--- config.mk ---
export PLATFORM = sky130hd
export DESIGN_NAME = restoring_divider
export DESIGN_NICKNAME = d
export VERILOG_FILES = /design/src/rtl/divider_pkg.sv /design/src/rtl/borrow_lookahead_subtractor.sv /design/src/rtl/restoring_divider.sv
export SDC_FILE = /design/constraint.sdc
export NUM_CORES = 1
export LEC_CHECK = 0
export CORE_ASPECT_RATIO = 2
export CORE_UTILIZATION = 55
export CTS_CLUSTER_SIZE = 12
export DETAILED_ROUTE_END_ITERATION = 8
export PLACE_DENSITY = 0.88
export SLEW_MARGIN = 40
export SYNTH_ARGS = -nofsm -noshare
export SYNTH_HDL_FRONTEND = slang
export SYNTH_SLANG_ARGS = --single-unit
--- constraint.sdc ---
create_clock -name clk -period 8.7 [get_ports clk]
set_input_delay 1.74 -clock clk [delete_from_list [all_inputs] [get_ports clk]]
set_output_delay 1.74 -clock clk [all_outputs]
set_load 0.005 [all_outputs]
--- src/rtl/divider_pkg.sv ---
// ============================================================================
// Module      : divider_pkg
// Description : Shared types and helpers for the iterative restoring divider.
//               Holds the divider state encoding and the width helper for
//               the iteration counter.
// Revision    : 1.0 - initial release
// ============================================================================
`default_nettype none

package divider_pkg;

  // Divider control states. Two bits cover all three states.
  typedef enum logic [1:0] {
    IDLE = 2'd0,
    RUN  = 2'd1,
    DONE = 2'd2
  } state_t;

  // Bits needed for a counter that runs from width-1 down to 0.
  // Clamped to one bit so a degenerate width never yields a zero-width
  // vector.
  function automatic int cnt_width(input int width);
    return (width < 2) ? 1 : $clog2(width);
  endfunction

endpackage : divider_pkg

`default_nettype wire

--- src/rtl/borrow_lookahead_subtractor.sv ---
// ============================================================================
// Module      : borrow_lookahead_subtractor
// Description : Purely combinational unsigned subtractor, diff = a - b.
//               Uses the generate/propagate formulation of the team's
//               carry-lookahead adder, recast for borrows:
//                 G_i = ~a_i & b_i     (bit i creates a borrow)
//                 P_i = ~a_i | b_i     (bit i passes an incoming borrow on)
//                 B_{i+1} = G_i | (P_i & B_i), B_0 = 0
//               borrow_out is high when a < b.
// Ports       : a          - minuend, WIDTH bits
//               b          - subtrahend, WIDTH bits
//               diff       - a - b modulo 2**WIDTH
//               borrow_out - borrow out of the most significant bit
// Revision    : 1.0 - initial release
// ============================================================================
`default_nettype none

module borrow_lookahead_subtractor #(
  parameter int WIDTH = 9
) (
  input  logic [WIDTH-1:0] a,
  input  logic [WIDTH-1:0] b,
  output logic [WIDTH-1:0] diff,
  output logic             borrow_out
);

  logic [WIDTH-1:0] w_g;
  logic [WIDTH-1:0] w_p;
  logic [WIDTH:0]   w_b;

  // Per-bit borrow generate and propagate terms.
  generate
    for (genvar i = 0; i < WIDTH; i++) begin : g_gp
      assign w_g[i] = ~a[i] & b[i];
      assign w_p[i] = ~a[i] | b[i];
    end
  endgenerate

  // Borrow chain. Evaluated in one process so the whole chain is a single
  // combinational node; synthesis is free to flatten it into a lookahead tree.
  always_comb begin
    w_b[0] = 1'b0;
    for (int i = 0; i < WIDTH; i++) begin
      w_b[i+1] = w_g[i] | (w_p[i] & w_b[i]);
    end
  end

  // Difference bits combine each operand bit with its incoming borrow.
  generate
    for (genvar i = 0; i < WIDTH; i++) begin : g_diff
      assign diff[i] = a[i] ^ b[i] ^ w_b[i];
    end
  endgenerate

  assign borrow_out = w_b[WIDTH];

endmodule : borrow_lookahead_subtractor

`default_nettype wire

--- src/rtl/restoring_divider.sv ---
// ============================================================================
// Module      : restoring_divider
// Description : Iterative unsigned restoring divider. Produces one quotient
//               bit per clock behind a start/busy/done handshake. Each trial
//               subtraction goes through one WIDTH+1-bit borrow-lookahead
//               subtractor.
//               Latency: start sampled at edge k -> busy for WIDTH cycles,
//               done in the cycle after edge k+WIDTH. A zero divisor skips
//               the iterations and raises done in the cycle after edge k.
// Ports       : clk         - rising-edge clock
//               rst         - asynchronous active-high reset
//               start       - request a division (sampled only in IDLE)
//               dividend    - unsigned dividend, sampled with start
//               divisor     - unsigned divisor, sampled with start
//               busy        - high while iterating
//               done        - one-cycle pulse, results valid
//               quotient    - quotient, held until the next accepted start
//               remainder   - remainder, held until the next accepted start
//               div_by_zero - divisor was zero; held with the results
// Parameters  : WIDTH       - operand/result width, must be >= 2
// Revision    : 1.0 - initial release
// ============================================================================
`default_nettype none

module restoring_divider
  import divider_pkg::*;
#(
  parameter int WIDTH = 8
) (
  input  logic             clk,
  input  logic             rst,
  input  logic             start,
  input  logic [WIDTH-1:0] dividend,
  input  logic [WIDTH-1:0] divisor,
  output logic             busy,
  output logic             done,
  output logic [WIDTH-1:0] quotient,
  output logic [WIDTH-1:0] remainder,
  output logic             div_by_zero
);

  localparam int c_CNT_W = cnt_width(WIDTH);

  // --------------------------------------------------------------------------
  // State and datapath registers
  // --------------------------------------------------------------------------
  state_t             r_state;
  logic [WIDTH:0]     r_rem;    // partial remainder, one guard bit
  logic [WIDTH-1:0]   r_quo;    // dividend shifts out, quotient shifts in
  logic [WIDTH:0]     r_dvs;    // zero-extended divisor
  logic [c_CNT_W-1:0] r_cnt;    // iterations left after the current one
  logic               r_busy;
  logic               r_done;
  logic               r_dz;

  // --------------------------------------------------------------------------
  // Trial subtraction
  // --------------------------------------------------------------------------
  logic [WIDTH:0] w_shifted;
  logic [WIDTH:0] w_trial;
  logic           w_borrow;

  // Bring down the next dividend bit next to the partial remainder.
  assign w_shifted = {r_rem[WIDTH-1:0], r_quo[WIDTH-1]};

  borrow_lookahead_subtractor #(
    .WIDTH (WIDTH + 1)
  ) u_sub (
    .a          (w_shifted),
    .b          (r_dvs),
    .diff       (w_trial),
    .borrow_out (w_borrow)
  );

  // --------------------------------------------------------------------------
  // Control FSM and datapath update
  // --------------------------------------------------------------------------
  always_ff @(posedge clk or posedge rst) begin
    if (rst) begin
      r_state <= IDLE;
      r_rem   <= '0;
      r_quo   <= '0;
      r_dvs   <= '0;
      r_cnt   <= '0;
      r_busy  <= 1'b0;
      r_done  <= 1'b0;
      r_dz    <= 1'b0;
    end else begin
      case (r_state)
        IDLE: begin
          r_done <= 1'b0;
          if (start) begin
            if (divisor == '0) begin
              // Divide by zero: saturated quotient, dividend passes through
              // as the remainder, and the iterations are skipped entirely.
              r_quo   <= '1;
              r_rem   <= {1'b0, dividend};
              r_dz    <= 1'b1;
              r_done  <= 1'b1;
              r_state <= DONE;
            end else begin
              r_dvs   <= {1'b0, divisor};
              r_rem   <= '0;
              r_quo   <= dividend;
              r_cnt   <= c_CNT_W'(WIDTH - 1);
              r_dz    <= 1'b0;
              r_busy  <= 1'b1;
              r_state <= RUN;
            end
          end
        end

        RUN: begin
          // Keep the difference only when it did not go negative; otherwise
          // restore the shifted value. The new quotient bit is the inverse
          // of the borrow.
          r_rem <= w_borrow ? w_shifted : w_trial;
          r_quo <= {r_quo[WIDTH-2:0], ~w_borrow};
          if (r_cnt == '0) begin
            r_busy  <= 1'b0;
            r_done  <= 1'b1;
            r_state <= DONE;
          end else begin
            r_cnt <= r_cnt - 1'b1;
          end
        end

        DONE: begin
          // start is deliberately not looked at here, so it is dropped.
          r_done  <= 1'b0;
          r_state <= IDLE;
        end

        default: begin
          r_busy  <= 1'b0;
          r_done  <= 1'b0;
          r_state <= IDLE;
        end
      endcase
    end
  end

  // The guard bit only absorbs the shifted-in value during a trial; a kept
  // remainder is always below the divisor, so it is never part of a result.
  logic w_unused_rem_msb;
  assign w_unused_rem_msb = r_rem[WIDTH];

  // --------------------------------------------------------------------------
  // Outputs: straight from registers
  // --------------------------------------------------------------------------
  assign busy        = r_busy;
  assign done        = r_done;
  assign quotient    = r_quo;
  assign remainder   = r_rem[WIDTH-1:0];
  assign div_by_zero = r_dz;

endmodule : restoring_divider

`default_nettype wire

==> metrics, run 1 <==
outcome=finished, final reports clean; dpl hpwl=3.39 mm; Fill cells=226; port bufs=37; Setup Skew=0.00473 ns; switching share of total power=38.9%; total chip power=924 µW; fmax=220 MHz; largest cells by area after synthesis=dfrtp_1 44%, fa_1 7.7%, mux2_2 5.0%, a211oi_1 4.5%, a221o_1 4.4%; post-CTS sizing=0; Post-Route WL=4.55 mm; Hold Vio Cnt, Final=0; syn avg cell area=11.7 µm²; Initial Utilization=57.6%; busiest metal layer after global routing=met2; net count after synthesis=185; Post-Syn Instances=156; number of synthesized register bits=32; first-pass iteration count of the detailed router=4; Post-Syn Area=1820 µm²; synthesis-to-layout area growth=25.9%; ant diodes=0; end-of-flow core utilization=72.5%; Vias/cell=6.50; initial antenna violation count=0; I/O pins=38; Routability Congestion=0.951; most common cell in the netlist=dfrtp_1; nets=223; DP Worst Slack=4.25 ns; Placed Cells=218; Worst path max stage delay=0.42 ns; Commonest cells post-synth=32 x dfrtp_1, 13 x inv_1, 11 x a211oi_1; Worst-Skew Late Latency=0.29 ns; Tmin final=4.56 ns; Sw Pwr=359 µW; HP Class=reg -> reg; Int Power=564 µW; EDFF count, synth=0; CP endpoint kind=register; clock slew at reported path FFs=0.06 ns; CTS tree=yes; Seq pwr share=31.9%; worst path required time=8.87 ns; CTS Sinks=32; vias in the first global route=1,543; Core ar.=3160 µm²; Logic pwr share=55.4%; final worst path period share=52.4%; Final ANT Viol Nets=0; Root Buffer=clkbuf_8; gr usage total=28.4%; post-synth top area cell=dfrtp_1; Die Wd=42.7 µm; fin cells=226; Rel. slew slack=45.9%; Setup Buffers After CTS=0; main flop type after synthesis=dfrtp_1; Pleak=0.987 nW; final worst setup slack=4.14 ns; Cell Rows=29; count of different cell masters after synthesis=32; share of layout cells above drive strength 1=12.3%; Placed Area=2200 µm²; vias post-DR=1,469; total global routing overflow=0; largest net degree at the start of global routing=33; Hold Buf Count CTS=0; WHS=0.484 ns; CP max FO=9; max cap viols=0; global-route wire length before repair=7.43 mm; Total Die Area=3550 µm²; top cell type's share of synthesized area=44.0%; most used cell, CP=fa_1; CP max stage cell=fa_1; Power Density=404 nW/µm²; Max Transition Viols Final=0; RSZ-0062 raised after global routing=no; Post-synth ARST share=100%; setup violators final=0; M2 GR Usage=47.2%; htree depth=2; met1 usage=31.5%; clock buffer count from CTS=5; Setup TNS=0 ns; Setup CP Type=reg -> reg; Seq/Total Area, Yosys=44.0%; Iter 0 DRT Violations=44; drt wl/cell=20.2 µm; crit path cell chain=inv_1, ha_1, fa_1, fa_1, fa_1, fa_1, fa_1, fa_1, fa_1, nand2b_1, mux2i_1, a221o_1; post-route cell area=2290 µm²; drt drc=0; worst endpoint data arrival time=4.72 ns; clock power share=12.7%; met3 Use GR=5.87%; Max Buffers Root-to-Sink=2; Die H=83.3 µm; CP startpoint kind=register; maximum VDD drop=0.242 mV; Ys Warns=0; worst slew pin tran=0.810 ns
## layout make-up
class,instances,area [µm²],area share [%]
multi-input cells,104,932,40.7
flip-flops and latches,32,801,35.0
repair buffers,38,378,16.5
inverters,13,48.8,2.13
well taps,31,38.8,1.69
clock buffers,8,90.1,3.94
## cell families after synthesis
kind of cell | after synthesis | synth area share, %
adder cells (fa/ha/maj) | 10 | 9.77
AND/OR/NAND/NOR | 32 | 12.9
multiplexers | 14 | 8.26
buffers and inverters | 20 | 4.68
AO/OA/AOI/OAI | 48 | 20.3
flip-flops | 32 | 44.0
## cell usage in the layout (no fill, tap or decap)
master           synthesis  routed
fa_1                     7       7
clkbuf_1                 3       2
or3b_4                   1       1
a21oi_4                  1       1
o32ai_1                  1       1
o21bai_1                 1       1
nand2b_1                 3       3
dfrtp_1                 32      32
o211a_1                  1       1
or4_4                    2       2
mux2_2                   8       8
nor4b_1                  1       1
buf_4                    0       1
nor3_4                   1       1
o41ai_1                  1       1
ha_1                     3       3
o21ai_0                  4       4
clkdlybuf4s50_1          0      37
nor4_4                   3       3
mux2i_1                  6       6
o31ai_1                  8       8
nor2_1                   9       9
clkbuf_8                 0       6
a211oi_1                11      11
o21ba_2                  1       1
a221o_1                  8       8
a21oi_1                  7       7
inv_1                   13      13
nor2b_1                  3       3
a21o_1                   4       4
nand2_1                  7       7
nor3b_1                  2       2
## metal layers
| metal | share of wire, % | vias up |
|---|---|---|
| li1 | - | 652 |
| met1 | 36 | 729 |
| met2 | 54 | 70 |
| met3 | 4.7 | 18 |
| met4 | 5.2 | 0 |
| met5 | 0 | - |
## sequential cells by signal (all words and copies together), names as in the netlist
name	flops
busy	1
r_state	2
quotient	8
r_cnt	3
r_dvs	8
div_by_zero	1
r_rem	8
done	1
## final timing paths
kind,cells past startpoint,slack [ns],end,startpoint
setup reg to reg,12,4.14,r_rem[3]$_DFFE_PP0P_,quotient[7]$_DFFE_PP0P_
hold reg to reg,1,0.48,div_by_zero$_DFFE_PP0P_,div_by_zero$_DFFE_PP0P_
setup / recovery,12,4.14,r_rem[3]$_DFFE_PP0P_,quotient[7]$_DFFE_PP0P_
max in group asynchronous,3,6.56,r_dvs[0]$_DFFE_PP0P_,rst
min in group asynchronous,3,1.84,quotient[4]$_DFFE_PP0P_,rst
hold / removal,1,0.48,div_by_zero$_DFFE_PP0P_,div_by_zero$_DFFE_PP0P_
## critical path, delay by kind of cell, from the launching register on
kind	cells	cell delay [ns]
AOI/OAI and AO/OA	1	0.36
adders and majority gates	8	3.05
buffers and inverters	1	0.09
DFF	1	0.37
muxes	1	0.15
and+or+nand+nor	1	0.40
## power by group through the flow
stage	registers (mW)	logic [mW]	clock network, mW
after floorplan	0.276	0.333	0
after global placement	0.290	0.462	0
after detailed placement	0.295	0.501	0
after CTS	0.294	0.509	0.119
after global routing	0.305	0.558	0.126
final	0.295	0.512	0.117
Power figures use the tool's default switching activity.
==> run 2, diff against run 1 <==
--- a/config.mk
+++ b/config.mk
@@ -6,10 +6,10 @@
 export NUM_CORES = 1
 export LEC_CHECK = 0
 export CORE_ASPECT_RATIO = 2
-export CORE_UTILIZATION = 55
+export CORE_UTILIZATION = 46
 export CTS_CLUSTER_SIZE = 12
 export DETAILED_ROUTE_END_ITERATION = 8
-export PLACE_DENSITY = 0.88
+export PLACE_DENSITY = 0.79
 export SLEW_MARGIN = 40
 export SYNTH_ARGS = -nofsm -noshare
 export SYNTH_HDL_FRONTEND = slang
==> constraint.sdc (replaced) <==
create_clock -name clk -period 4.17 [get_ports clk]
set_input_delay 0.834 -clock clk [delete_from_list [all_inputs] [get_ports clk]]
set_output_delay 0.834 -clock clk [all_outputs]
set_load 0.005 [all_outputs]
==> run 2 against run 1 <==
  * Global-route usage is 3.9 points lower
  * Clock power is 81% higher
  * Via count shrank 1.6%
  * Core utilization decreased by 11 points
  * Sequential cell count stayed put
  * Fmax is 12% higher
  * Critical path depth grew 1
  * Worst hold slack got worse by 0.0013 ns
  * Largest power group unchanged
==> metrics, run 2 (synthesis results as in run 1) <==
largest net degree at the start of global routing=33 (unchanged); Setup CP Type=reg -> reg; clock power share=10.8% (-1.9 points); worst min-delay path startpoint=busy$_DFFE_PP0P_; htree depth=2 (unchanged); Tmin final=4.07 ns (-0.487 ns); Die H=90.9 µm (+9.1%); Root Buffer=clkbuf_8; clock slew at reported path FFs=0.06 ns (about the same); CTS tree=yes; worst endpoint data arrival time=4.24 ns (-0.48 ns); CP max FO=9 (unchanged); CP startpoint kind=register; Hold Buf Count CTS=0 (unchanged); Int Power=1.20 mW (+110%); Worst-Skew Late Latency=0.29 ns (about the same); gr usage total=24.5% (-3.9 points); synthesis-to-layout area growth=28.8%; maximum VDD drop=0.398 mV (+64%); Power Density=838 nW/µm² (+110%); Core ar.=3800 µm² (+20%); Max Transition Viols Final=0 (unchanged); Routability Congestion=0.847 (-11%); HP Class=reg -> reg; Die Wd=46.5 µm (+8.9%); initial antenna violation count=0 (unchanged); Initial Utilization=47.8% (-9.8 points); worst path required time=4.34 ns (-4.53 ns); Post-Route WL=4.61 mm (+1.3%); port bufs=37 (unchanged); first-pass iteration count of the detailed router=4 (unchanged); total global routing overflow=0 (unchanged); CTS Sinks=32 (unchanged); final worst path period share=97.6% (+45 points); Sw Pwr=760 µW (+110%); Pleak=0.999 nW (+1.2%); nets=225 (+0.90%); fin cells=245 (+8.4%); Hold Vio Cnt, Final=0 (unchanged); RSZ-0062 raised after global routing=no; DP Worst Slack=-0.0319 ns (-4.28 ns); Seq pwr share=31.5% (-0.4 points); most frequent cells in the layout=37 x clkdlybuf4s50_1, 32 x dfrtp_1, 13 x inv_1; Placed Area=2250 µm² (+2.4%); Worst Hold End=busy$_DFFE_PP0P_; vias post-DR=1,446 (-1.6%); Cell Rows=32 (+10%); final worst setup slack=0.101 ns (-4.04 ns); reg2reg start=quotient[7]$_DFFE_PP0P_; Max Buffers Root-to-Sink=2 (unchanged); commonest non-fill, non-tap cell in the layout=clkdlybuf4s50_1; Fill cells=314 (+39%); Hold Path Depth=1 (unchanged); reg-to-reg setup timing slack=0.10 ns (-4.04 ns); Iter 0 DRT Violations=51 (+16%); reg2reg path depth=13 (+1); Vias/cell=5.90 (-9.2%); ant diodes=0 (unchanged); worst slew pin tran=0.802 ns (-0.00784 ns); switching share of total power=38.8% (-0.12 points); vias in the first global route=1,536 (-0.45%); I/O pins=38 (unchanged); drt wl/cell=18.8 µm (-6.5%); clock buffer count from CTS=5 (unchanged); dpl hpwl=3.58 mm (+5.6%); r2r endpoint=r_rem[3]$_DFFE_PP0P_; Final ANT Viol Nets=0 (unchanged); share of layout cells above drive strength 1=16.0% (+3.7 points); CP endpoint kind=register; outcome=finished, final reports clean; Rel. slew slack=46.5% (+0.63 points); Placed Cells=240 (+10%); fmax=246 MHz (+12%); setup violators final=0 (unchanged); max cap viols=0 (unchanged); Total Die Area=4220 µm² (+19%); drt drc=0 (unchanged); Logic pwr share=57.7% (+2.3 points); global-route wire length before repair=7.33 mm (-1.3%); Setup Skew=0.00794 ns (+0.00321 ns); post-route cell area=2340 µm² (+2.3%)
run 2: through the flow:
step	util [%]	hold slack (ns)	power [mW]	TNS [ns]
CTS	61.1	0.490	1.93	0
global placement	59.2	0.459	1.64	0
detailed placement	59.2	0.471	1.70	-0.0319
floorplan	-	0.446	1.27	0
finish	61.5	0.483	1.96	0
global route	61.5	0.514	2.11	0
run 2: timing repair:
| item | in CTS | in global routing |
|---|---|---|
| setup buffers | 0 | 0 |
| gates resized for setup | 1 | 4 |
| setup endpoints to repair | 3 | 8 |
| pin swaps | 0 | 1 |
run 2: worst max path at each step:
stage                                  startpoint                   end  slack, ns  cells after the start
after floorplan           quotient[7]$_DFFE_PP0P_  r_rem[3]$_DFFE_PP0P_       0.08                     13
after global placement    quotient[7]$_DFFE_PP0P_  r_rem[3]$_DFFE_PP0P_       0.08                     13
after detailed placement  quotient[7]$_DFFE_PP0P_  r_rem[3]$_DFFE_PP0P_      -0.03                     13
after CTS                 quotient[7]$_DFFE_PP0P_  r_rem[3]$_DFFE_PP0P_       0.01                     13
after global routing      quotient[7]$_DFFE_PP0P_  r_rem[3]$_DFFE_PP0P_       0.02                     13
final                     quotient[7]$_DFFE_PP0P_  r_rem[3]$_DFFE_PP0P_       0.10                     13
run 2: layout make-up:
type / instances / area [µm²] / area share [%]
multi-input cells: 104 / 953 / 40.7
flip-flops and latches: 32 / 801 / 34.2
repair buffers: 40 / 405 / 17.3
clock buffers: 5 / 68.8 / 2.94
well taps: 51 / 63.8 / 2.73
inverters: 13 / 48.8 / 2.08
run 2: critical path: stages (launching register included):
cell      delay (ns)
dfrtp_1         0.36
inv_1           0.06
ha_1            0.21
fa_1            0.39
fa_2            0.36
fa_1            0.38
fa_1            0.39
fa_2            0.35
fa_2            0.36
fa_2            0.41
nand2b_4        0.10
buf_12          0.13
mux2i_1         0.09
a221o_1         0.35
run 2: per-layer routing:
layer  vias to the layer above  part of all wire [%]  wire length, µm  GRT usage (%)
li1                        656                     -                -              -
met1                       717                    33             1510           23.3
met2                        55                    59             2730           43.5
met3                        18                   4.0              185           4.20
met4                         0                   4.2              192           15.2
met5                         -                     0                0              0
run 2: power groups by stage:
stage | Clock (mW) | Combinational, mW | Sequential (mW)
final | 0.212 | 1.13 | 0.618
after global routing | 0.230 | 1.25 | 0.638
after CTS | 0.216 | 1.10 | 0.613
after detailed placement | 0 | 1.08 | 0.618
after global placement | 0 | 1.03 | 0.607
after floorplan | 0 | 0.694 | 0.575
